[src/rtl/pc_sequencer_pkg.sv]
// Shared types and default vectors for the fetch-stage PC sequencer.
package pc_pkg;

  typedef enum logic [2:0] {
    SRC_SEQ,
    SRC_BRANCH,
    SRC_JUMP,
    SRC_CALL,
    SRC_RET,
    SRC_TRAP
  } pc_src_e;

  localparam logic [31:0] DEFAULT_RESET_VECTOR = 32'h0000_0000;
  localparam logic [31:0] DEFAULT_TRAP_VECTOR  = 32'h0000_0180;

endpackage

[src/rtl/pc_sequencer_if.sv]
// Request/response bundle between the fetch controller and the PC sequencer.
interface pc_sequencer_if #(
  parameter int WIDTH = 32
);

  logic             stall;
  logic             trap;
  logic             jump;
  logic             call;
  logic             ret;
  logic             branch_taken;
  logic [WIDTH-1:0] branch_offset;
  logic [WIDTH-1:0] jump_target;
  logic [WIDTH-1:0] pc;
  logic [WIDTH-1:0] pc_plus;
  logic             redirect;
  logic             ras_empty;
  logic             ras_full;
  logic             ras_underflow;

  modport master (
    output stall, trap, jump, call, ret, branch_taken, branch_offset, jump_target,
    input  pc, pc_plus, redirect, ras_empty, ras_full, ras_underflow
  );

  modport slave (
    input  stall, trap, jump, call, ret, branch_taken, branch_offset, jump_target,
    output pc, pc_plus, redirect, ras_empty, ras_full, ras_underflow
  );

endinterface

[src/rtl/pc_sequencer_ras.sv]
// Circular return-address stack; a push while full overwrites the oldest entry.
module pc_ras #(
  parameter int WIDTH = 32,
  parameter int DEPTH = 4
) (
  input  logic             clk,
  input  logic             rst,
  input  logic             push,
  input  logic             pop,
  input  logic [WIDTH-1:0] push_data,
  output logic [WIDTH-1:0] top,
  output logic             empty,
  output logic             full
);

  localparam int PW = $clog2(DEPTH);
  localparam logic [PW-1:0] WP_ONE  = PW'(1);
  localparam logic [PW:0]   CNT_ONE = (PW+1)'(1);
  localparam logic [PW:0]   CNT_MAX = (PW+1)'(DEPTH);

  logic [WIDTH-1:0] stack [DEPTH];
  logic [PW-1:0]    wp;
  logic [PW:0]      count;

  // Storage is not reset; count gates every read that matters.
  always_ff @(posedge clk) begin
    if (push && !rst) begin
      stack[wp] <= push_data;
    end
  end

  always_ff @(posedge clk) begin
    if (rst) begin
      wp    <= '0;
      count <= '0;
    end else if (push) begin
      wp <= wp + WP_ONE;
      if (count != CNT_MAX) begin
        count <= count + CNT_ONE;
      end
    end else if (pop) begin
      wp <= wp - WP_ONE;
      if (count != '0) begin
        count <= count - CNT_ONE;
      end
    end
  end

  assign top   = stack[wp - WP_ONE];
  assign empty = (count == '0);
  assign full  = (count == CNT_MAX);

endmodule

[src/rtl/pc_sequencer.sv]
// Fetch-stage PC register with prioritised next-PC selection and a return stack.
module pc_sequencer
  import pc_pkg::*;
#(
  parameter int               WIDTH        = 32,
  parameter int               INSN_BYTES   = 4,
  parameter logic [WIDTH-1:0] RESET_VECTOR = WIDTH'(DEFAULT_RESET_VECTOR),
  parameter logic [WIDTH-1:0] TRAP_VECTOR  = WIDTH'(DEFAULT_TRAP_VECTOR),
  parameter int               RAS_DEPTH    = 4
) (
  input logic           clk,
  input logic           rst,
  pc_sequencer_if.slave bus
);

  localparam int SHIFT = $clog2(INSN_BYTES);

  pc_src_e          src;
  logic             hold;
  logic [WIDTH-1:0] pc_q;
  logic [WIDTH-1:0] pc_plus;
  logic [WIDTH-1:0] pc_next;
  logic [WIDTH-1:0] ras_top;
  logic             ras_empty;
  logic             ras_full;
  logic             ras_push;
  logic             ras_pop;
  logic             redirect_q;
  logic             underflow_q;

  // Trap beats stall; a call dominates a simultaneous jump.
  always_comb begin
    src  = SRC_SEQ;
    hold = 1'b0;
    if (bus.trap) begin
      src = SRC_TRAP;
    end else if (bus.stall) begin
      hold = 1'b1;
    end else if (bus.call) begin
      src = SRC_CALL;
    end else if (bus.jump) begin
      src = SRC_JUMP;
    end else if (bus.ret) begin
      src = SRC_RET;
    end else if (bus.branch_taken) begin
      src = SRC_BRANCH;
    end
  end

  assign pc_plus  = pc_q + WIDTH'(INSN_BYTES);
  assign ras_push = (src == SRC_CALL);
  assign ras_pop  = (src == SRC_RET) && !ras_empty;

  always_comb begin
    pc_next = pc_plus;
    if (hold) begin
      pc_next = pc_q;
    end else begin
      case (src)
        SRC_TRAP:   pc_next = TRAP_VECTOR;
        SRC_CALL,
        SRC_JUMP:   pc_next = bus.jump_target;
        SRC_RET:    pc_next = ras_empty ? pc_plus : ras_top;
        SRC_BRANCH: pc_next = pc_plus + (bus.branch_offset << SHIFT);
        default:    pc_next = pc_plus;
      endcase
    end
  end

  always_ff @(posedge clk) begin
    if (rst) begin
      pc_q        <= RESET_VECTOR;
      redirect_q  <= 1'b0;
      underflow_q <= 1'b0;
    end else begin
      pc_q        <= pc_next;
      redirect_q  <= !hold && (src != SRC_SEQ) && !((src == SRC_RET) && ras_empty);
      underflow_q <= (src == SRC_RET) && ras_empty;
    end
  end

  pc_ras #(
    .WIDTH (WIDTH),
    .DEPTH (RAS_DEPTH)
  ) u_ras (
    .clk       (clk),
    .rst       (rst),
    .push      (ras_push),
    .pop       (ras_pop),
    .push_data (pc_plus),
    .top       (ras_top),
    .empty     (ras_empty),
    .full      (ras_full)
  );

  assign bus.pc            = pc_q;
  assign bus.pc_plus       = pc_plus;
  assign bus.redirect      = redirect_q;
  assign bus.ras_empty     = ras_empty;
  assign bus.ras_full      = ras_full;
  assign bus.ras_underflow = underflow_q;

endmodule

[src/flat_wrapper.sv]
// flat-port wrapper written by rule: the top's interface ports become plain ports
module pc_sequencer_flat import pc_pkg::*;
#(
  parameter int               WIDTH        = 32,
  parameter int               INSN_BYTES   = 4,
  parameter logic [WIDTH-1:0] RESET_VECTOR = WIDTH'(DEFAULT_RESET_VECTOR),
  parameter logic [WIDTH-1:0] TRAP_VECTOR  = WIDTH'(DEFAULT_TRAP_VECTOR),
  parameter int               RAS_DEPTH    = 4
)
  (clk, rst, bus_stall, bus_trap, bus_jump, bus_call, bus_ret, bus_branch_taken, bus_branch_offset, bus_jump_target, bus_pc, bus_pc_plus, bus_redirect, bus_ras_empty, bus_ras_full, bus_ras_underflow);
  pc_sequencer_if #(.WIDTH(WIDTH)) bus_i ();
  input logic clk;
  input logic rst;
  input wire logic [$bits(bus_i.stall)-1:0] bus_stall;
  input wire logic [$bits(bus_i.trap)-1:0] bus_trap;
  input wire logic [$bits(bus_i.jump)-1:0] bus_jump;
  input wire logic [$bits(bus_i.call)-1:0] bus_call;
  input wire logic [$bits(bus_i.ret)-1:0] bus_ret;
  input wire logic [$bits(bus_i.branch_taken)-1:0] bus_branch_taken;
  input wire logic [$bits(bus_i.branch_offset)-1:0] bus_branch_offset;
  input wire logic [$bits(bus_i.jump_target)-1:0] bus_jump_target;
  output wire logic [$bits(bus_i.pc)-1:0] bus_pc;
  output wire logic [$bits(bus_i.pc_plus)-1:0] bus_pc_plus;
  output wire logic [$bits(bus_i.redirect)-1:0] bus_redirect;
  output wire logic [$bits(bus_i.ras_empty)-1:0] bus_ras_empty;
  output wire logic [$bits(bus_i.ras_full)-1:0] bus_ras_full;
  output wire logic [$bits(bus_i.ras_underflow)-1:0] bus_ras_underflow;
  assign bus_i.stall = bus_stall;
  assign bus_i.trap = bus_trap;
  assign bus_i.jump = bus_jump;
  assign bus_i.call = bus_call;
  assign bus_i.ret = bus_ret;
  assign bus_i.branch_taken = bus_branch_taken;
  assign bus_i.branch_offset = bus_branch_offset;
  assign bus_i.jump_target = bus_jump_target;
  assign bus_pc = bus_i.pc;
  assign bus_pc_plus = bus_i.pc_plus;
  assign bus_redirect = bus_i.redirect;
  assign bus_ras_empty = bus_i.ras_empty;
  assign bus_ras_full = bus_i.ras_full;
  assign bus_ras_underflow = bus_i.ras_underflow;
  pc_sequencer #(.WIDTH(WIDTH), .INSN_BYTES(INSN_BYTES), .RESET_VECTOR(RESET_VECTOR), .TRAP_VECTOR(TRAP_VECTOR), .RAS_DEPTH(RAS_DEPTH)) u_core (.clk(clk), .rst(rst), .bus(bus_i));
endmodule
[config.mk]
export PLATFORM = sky130hd
export DESIGN_NAME = pc_sequencer_flat
export DESIGN_NICKNAME = d
export VERILOG_FILES = /design/src/rtl/pc_sequencer_pkg.sv /design/src/rtl/pc_sequencer_if.sv /design/src/rtl/pc_sequencer_ras.sv /design/src/rtl/pc_sequencer.sv /design/src/flat_wrapper.sv
export SDC_FILE = /design/constraint.sdc
export NUM_CORES = 1
export LEC_CHECK = 0
export ABC_AREA = 1
export CAP_MARGIN = 20
export CORE_ASPECT_RATIO = 1.75
export CORE_UTILIZATION = 51
export DETAILED_ROUTE_END_ITERATION = 8
export DONT_BUFFER_PORTS = 1
export PLACE_DENSITY = 0.66
export SETUP_SLACK_MARGIN = 0.05
export SLEW_MARGIN = 5
export SYNTH_ARGS = -nofsm -noshare
export SYNTH_HDL_FRONTEND = slang
export SYNTH_HIERARCHICAL = 1
export SYNTH_SLANG_ARGS = --single-unit
[constraint.sdc]
create_clock -name clk -period 9 [get_ports clk]
set_input_delay 1.35 -clock clk [delete_from_list [all_inputs] [get_ports clk]]
set_output_delay 1.35 -clock clk [all_outputs]
set_load 0.01 [all_outputs]
# == After elaboration in Yosys (flattened, before gate mapping) ==
# Memories as Yosys holds them, arrays and structs flattened.
# Cells that the tools add are included.
# op_classes
n_addsub,6
eq_ne,8
mux,18
reduce_logical,16
# op_table
operator,n
$pmux W32 S4,1
$add A32 B3 Y32 const B,1
$add A32 B32 Y32,1
$mux W32,1
$mux W3,9
$eq A3 B3 Y1 const B,3
$eq A3 B2 Y1 const B,2
$reduce_bool A3 Y1,2
$logic_and A1 B1 Y1,5
$mux W1,5
$logic_not A1 Y1,4
$mux W2,2
$reduce_bool A2 Y1,2
$add A3 B1 Y3 const B,1
$eq A3 B1 Y1 const B,1
$logic_not A3 Y1,1
$ne A3 B3 Y1 const B,1
$reduce_and A3 Y1,1
$sub A3 B1 Y3 const B,1
$add A2 B1 Y2 const B,1
$ne A2 B1 Y1 const B,1
$reduce_or A2 Y1,1
$sub A2 B1 Y2 const B,1
# word_totals
ff_bits,39
ram_bits,128
input_bits,72
out_inout_bits,68
n_memories,1
# memory_table
name,words,width,rd,rd_ports_with_merged_regs,wr,line,text
u_core.u_ras.stack,4,32,1,0,1,pc_sequencer_ras.sv:21,logic [WIDTH-1:0] stack [DEPTH];

# == Longest topological paths before layout ==
# Gate-level depths: netlist of run 1.
# depth
depth_word,10
mapped_depth,23
ltp_nobuf,23

# == Cells and area by module ==
# The synthesis of run 1 kept the hierarchy.
# modules_own_cells
mod,n_inst,cells_each,area_per_inst_um2,seq_area_each_um2
pc_sequencer,1,1015,5363.9,680.7
pc_ras,1,365,5163.7,3943.8

# == Least setup slack after synthesis of run 1 ==
# Ideal clock, no wire load.
# synth_path
path_kind,input to register
start,in bus_ret
end,mem u_core.u_ras.stack[0][0] (enable)
t_arrival_ps,3360
setup_slack_ps,5219
path_stages,7
cell_sequence,inv_1 nand3_1 nand2_1 a21oi_2 nor2_1 nand2_1 nor2_1
# synth_via
elab_chain_cells,9
# synth_lines
element,line,text
"start, declared",flat_wrapper.sv:18,input wire logic [$bits(bus_i.ret)-1:0] bus_ret;
$mux W3,pc_sequencer.sv:43,end else if (bus.ret) begin
$mux W3,pc_sequencer.sv:41,end else if (bus.jump) begin
$mux W3,pc_sequencer.sv:39,end else if (bus.call) begin
$mux W3,pc_sequencer.sv:37,end else if (bus.stall) begin
$mux W3,pc_sequencer.sv:35,if (bus.trap) begin
$eq A3 B2 Y1,pc_sequencer.sv:51,assign ras_push = (src == SRC_CALL);
via u_core.ras_push,pc_sequencer.sv:26,logic ras_push;
$logic_and A1 B1 Y1,pc_sequencer_ras.sv:27,if (push && !rst) begin
$mux W1,pc_sequencer_ras.sv:27,
$mux W1 (not written as such),pc_sequencer_ras.sv:28,stack[wp] <= push_data;
"end, declared",pc_sequencer_ras.sv:21,
# The timed path passes the listed nets, and every way through them passes these cells.

# == Worst setup path after layout of run 1 ==
# layout_path
start,"reg u_core.pc_q[2], in the netlist u_core/bus.pc[2]"
end,"reg u_core.pc_q[30], in the netlist u_core/bus.pc[30]"
# layout_via
elab_chain_cells,3
word_cells_on_any_way,4
cone_classes,2 x add/sub; 2 x mux
# layout_lines
element,line,text
"start, declared",pc_sequencer.sv:20,logic [WIDTH-1:0] pc_q;
"start signal, assigned",pc_sequencer.sv:76,pc_q <= pc_next;
$add A32 B3 Y32,pc_sequencer.sv:50,assign pc_plus = pc_q + WIDTH'(INSN_BYTES);
via bus_pc_plus[10],flat_wrapper.sv:23,output wire logic [$bits(bus_i.pc_plus)-1:0] bus_pc_plus;
$add A32 B32 Y32,pc_sequencer.sv:64,SRC_BRANCH: pc_next = pc_plus + (bus.branch_offset << SHIFT);
$pmux W32 S4,pc_sequencer.sv:59,case (src)
# The timed path passes the listed nets, and every way through them passes these cells.
# A chain may end at the register's enable or synchronous reset.

==> results of run 1 <==
synth_stat cells, types with 4 or more instances:
library cell	count
a21oi_1	48
a31oi_1	8
and2_1	5
buf_2	11
buf_4	8
buf_6	10
clkbuf_1	10
dfxtp_1	39
edfxtp_1	128
ha_1	40
inv_1	200
inv_2	4
nand2_1	379
nand2_2	6
nand3_1	84
nand3b_1	11
nand4_1	16
nor2_1	146
nor3_1	15
o21ai_0	77
o21ai_1	28
o21bai_1	7
o22ai_1	32
or2_2	11
xnor2_1	9
xor2_1	11
metrics by stage:
stage	cell area, um2	util
floorplan	10500	-
global placement	10600	0.525
detailed placement	10600	0.525
CTS	11300	0.556
global route	11300	0.556
finish	11300	0.556
state kept, by name, indices dropped and copies added, names as in the netlist:
| register | cells |
|---|---|
| u_core/u_ras/stack | 128 |
| u_core/bus.pc | 32 |
| u_core/u_ras/count | 3 |
| u_core/u_ras/wp | 2 |
| u_core/bus.ras_underflow | 1 |
| u_core/bus.redirect | 1 |
worst paths after layout:
path,cells after the start,from,endpoint
min reg2reg,2,u_core/u_ras/count[0],u_core/u_ras/count[0]
max reg2reg,16,u_core/bus.pc[2],u_core/bus.pc[30]
max,16,u_core/bus.pc[2],u_core/bus.pc[30]
min,2,u_core/u_ras/count[0],u_core/u_ras/count[0]
tightest hold or removal path, delay by kind of cell (launching register included):
kind	cells	cell delay [ps]
buffers and inverters	1	60
flip-flops	1	350
AO/OA/AOI/OAI	1	50
routing by layer:
| layer | global-route usage | wire length, um | share of wire |
|---|---|---|---|
| met5 | 0 | 0 | 0 |
| met4 | 0.210 | 2330 | 0.072 |
| met3 | 0.0552 | 1840 | 0.057 |
| met2 | 0.560 | 16600 | 0.51 |
| met1 | 0.315 | 11500 | 0.36 |
power breakdown:
group / leakage (nW) / switching (mW) / internal (mW) / total, mW
registers: 1.49 / 0.0304 / 0.852 / 0.882
clock network: 0.303 / 0.298 / 0.490 / 0.788
logic: 3.27 / 0.239 / 0.106 / 0.345
cell families (layout without fill, tap and decap cells):
group	count (synthesis)	in the layout	share of synthesized area
buffers and inverters	247	246	0.101
DFF	167	167	0.439
and+or+nand+nor	688	688	0.279
xor gates and xnor gates	20	20	0.0166
AOI/OAI and AO/OA	216	216	0.113
adders and majority gates	42	42	0.0513
area by class of cell:
| cell class | count | share of cell area |
|---|---|---|
| timing repair buffer | 9 | 0.00599 |
| clock inverter | 14 | 0.0181 |
| multi-input combinational | 966 | 0.432 |
| tap | 248 | 0.0275 |
| inverter | 205 | 0.0682 |
| clock buffer | 18 | 0.0380 |
| sequential | 167 | 0.410 |
==> impl_metrics.toml, run 1 <==
[floorplan]
chipWidth_um = 111
start_util = 0.519
io_pins = 140
core_area_mm2 = 0.0203
row_count = 69
dieArea_mm2 = 0.0212
die_y_um = 192

[global_routing]
overflow = 0
grt_pass1_vias = 9093
grt_usage = 0.306
grt_pass1_wl_um = 48600
antenna_found_initial = 0
grt_max_degree = 70

[drt]
drt-total-wl_um = 32300
drt_iter0_drc = 695
wl_per_cell_um = 19.8
vias = 9272
dr.pass1.iters = 6
ant_nets = 0
viasPerCell = 5.70
drc = 0

[clock_tree]
post_cts_resized = 0
clk_latency_ps = 430
htreeDepth = 4
cts_setup_buffers = 0
cts.clk_slew.worst_paths_ps = 60
cts_buffer_depth = 2
ctsHoldBuffers = 0
cts_tree = "yes"
cts-root-buf = "clkbuf_16"
cts_buffers = 17
clock_sinks = 167

[pwr]
fin_total_pwr_mw = 2.02
peakVddDrop_mv = 0.140
power_density_mw_per_mm2 = 179
power.leakage_nw = 5.06

[synthesis]
synth_ff_type = "edfxtp_1"
syn_nets = 1494
syn_area_mm2 = 0.0105
synth_cells = 1380
yosysWarnings = 6
yosysTopAreaCell = "edfxtp_1"
syn_area_per_cell_um2 = 7.63
async_reset_ff_frac = 0
synthTopCellsByArea = "edfxtp_1 37%, nand2_1 14%, dfxtp_1 7.4%"
yosysTopAreaCellShare = 0.365
ys_types = 45
ys_seq_elements = 167
synth_edf_count = 128
yosysSeqAreaShare = 0.439

[worst_setup_path]
path_cells = "ha_1, nand3_1, inv_1, nand2_1, xnor2_1, ha_1, a21oi_1, o21bai_1, nand3b_1, nand2_1, nand2_1, nand2_1, nand3_1, nand3_1, nand2_1, inv_1"
worstPathRequired_ps = 9330
crit_family = "simple AND/OR/NAND/NOR gates"
worstSetupPathType = "reg -> reg"
ff2ff_setup_slack_ps = 4780
cp.arrival_ps = 4550
cp_slowest_cell = "xnor2_1"
cp_common_cell = "nand2_1"
path_max_fanout = 7
max_stage_delay_ps = 810
startpoint_type = "register"
cp-end-kind = "register"
cp_num_buf_inv = 2

[sta]
fin_ws_ps = 4780
max_freq_mhz = 237
timing.slew.headroom = 0.255
worst_pin_slew_ps = 1110
rsz0062_at_grt = "no"
whs_ps = 499
final.setup.tns_ps = 0
clock_skew_ps = 6.17
final-setup-viol-count = 0
fin_crit_ps = 4220
slew_viol_final = 0
fin_crit_sh = 0.469
hold_violations = 0

[finish]
syn_to_final_growth_pct = 7.17
fin_cells = 1627
fin_nets = 1480
multi_input_area_mm2 = 0.00488
layout_common_cells = "379 x nand2_1, 200 x inv_1, 141 x nor2_1"
nFillCells = 1898
final_common_cell = "nand2_1"
diodes = 0
regArea_mm2 = 0.00463
layout-drive-gt1-share = 0.0558

[flow_run]
drv_cap = 0

[min_path]
hold_path_class = "reg -> reg"

[place]
gp_congestion = 1.00
post-place-cells = 1595
hpwl_um = 23900
port_buffers = 0
dpl_worst_slack_ps = 4820

[outcome]
status = "complete, no violations"
No activity file was read; power rests on OpenSTA's default activity.
==> run 2: changes to the inputs <==
Clock period 9 ns to 4.25 ns, I/O delays scaled along.
==> run 2 against run 1 <==
Hold slack worse by 230 ps. Design area increased by 1.5%. Fmax increased by 7.3%. Critical path depth rose by 1. Combinational power up 130%. Cell count grew 1.6%. Flip-flop and latch count stayed put. Setup slack worse by 4500 ps. Die area stayed put. Sequential power grew 110%.
==> impl_metrics.toml, run 2 (same netlist as run 1, synthesis figures left out) <==
[outcome]
status = "complete, no violations"

[worst_setup_path]
startpoint_type = "register"
cp.arrival_ps = 4270
path_max_fanout = 7
cp-end-kind = "register"
worstSetupPathType = "reg -> reg"
worstPathRequired_ps = 4580

[floorplan]
chipWidth_um = 111
die_y_um = 192
row_count = 69
start_util = 0.519
dieArea_mm2 = 0.0212
core_area_mm2 = 0.0203
io_pins = 140

[sta]
fin_crit_sh = 0.926
final-setup-viol-count = 0
slew_viol_final = 0
final.setup.tns_ps = 0
fin_crit_ps = 3940
worst_pin_slew_ps = 1020
hold_violations = 0
clock_skew_ps = 6.51
max_freq_mhz = 254
timing.slew.headroom = 0.318
rsz0062_at_grt = "no"
whs_ps = 272

[global_routing]
grtUsageMet3 = 0.0704
met1_usage = 0.313
grt_usage = 0.313
met2_usage = 0.570
grt_pass1_wl_um = 49600
overflow = 0
busiest_layer = "met2"
grt_pass1_vias = 9307
antenna_found_initial = 0
grt_max_degree = 69

[place]
gp_congestion = 1.00
hpwl_um = 24600
port_buffers = 0
post-place-cells = 1621

[flow_run]
drv_cap = 0

[drt]
drt_iter0_drc = 685
drt-total-wl_um = 33100
vias = 9453
ant_nets = 0
viasPerCell = 5.72
dr.pass1.iters = 5
drc = 0
wl_per_cell_um = 20.0

[finish]
fin_nets = 1506
syn_to_final_growth_pct = 8.82
layout_common_cells = "379 x nand2_1, 200 x inv_1, 141 x nor2_1"
final_common_cell = "nand2_1"
nFillCells = 1886
diodes = 0
layout-drive-gt1-share = 0.0762
top_register = "u_core/u_ras/stack"
fin_cells = 1653
largest_register_ffs = 128

[clock_tree]
clk_latency_ps = 430
clock_sinks = 167
cts_buffer_depth = 2
cts_tree = "yes"
cts_buffers = 17
htreeDepth = 4
post_cts_resized = 0
cts-root-buf = "clkbuf_16"
cts_setup_buffers = 0
ctsHoldBuffers = 0
cts.clk_slew.worst_paths_ps = 70

[min_path]
hold_path_class = "in -> reg"

[pwr]
fin_total_pwr_mw = 4.22
power.leakage_nw = 5.19
peakVddDrop_mv = 0.295
power_density_mw_per_mm2 = 368
[run 2: cell types whose count changed in the layout (fill, tap and decap cells not counted)]
cell | before | now
buf_4 | 9 | 35
clkinv_4 | 0 | 4
clkinv_1 | 4 | 1
bufinv_16 | 5 | 3
clkbuf_1 | 1 | 0
clkbuf_8 | 0 | 1
clkinv_2 | 2 | 3
[run 2: worst paths after layout]
kind                              start               endpoint  slack (ps)  cells past startpoint
setup / recovery       u_core/bus.pc[3]      u_core/bus.pc[20]         310                     17
hold / removal                      rst       u_core/bus.pc[0]         270                      1
hold reg to reg   u_core/u_ras/count[0]  u_core/u_ras/count[0]         510                      2
setup reg to reg       u_core/bus.pc[3]      u_core/bus.pc[20]         310                     17
[run 2: final cells by class]
cell class	instances	area (um2)	area share
clock inverter	14	173	0.0151
timing repair buffer	35	263	0.0229
inverter	205	769	0.0672
sequential	167	4630	0.404
clock buffer	18	439	0.0383
multi-input combinational	966	4880	0.426
tap	248	310	0.0271
[run 2: layer usage]
metal,vias up,share of wire
li1,4542,-
met1,4430,0.35
met2,377,0.52
met3,104,0.065
met4,0,0.070
met5,-,0
[run 2: per-stage QoR]
| stage | setup WS [ps] | area, um2 | util |
|---|---|---|---|
| 2_1_floorplan | 1180 | 10500 | - |
| 3_3_place_gp | 558 | 10800 | 0.535 |
| 3_5_place_dp | 527 | 10800 | 0.535 |
| 4_1_cts | 495 | 11500 | 0.565 |
| 5_1_grt | 231 | 11500 | 0.565 |
| 6_report | 314 | 11500 | 0.565 |
[run 2: critical path: stages (launching register included)]
cell	delay, ps
dfxtp_1	490
ha_1	350
nand3_1	260
nor2_1	360
xor2_1	220
inv_1	200
ha_1	380
nand2_1	120
nor2_1	140
inv_1	80
nor2_1	470
nand4_1	240
nand3_1	140
nand2_1	50
nand3_1	100
nand4_1	90
nand2_1	100
inv_1	40
[run 2: power by group]
part / internal [mW] / total [mW] / switching (mW)
registers: 1.80 / 1.85 / 0.0476
clock network: 0.943 / 1.58 / 0.641
logic: 0.244 / 0.783 / 0.539
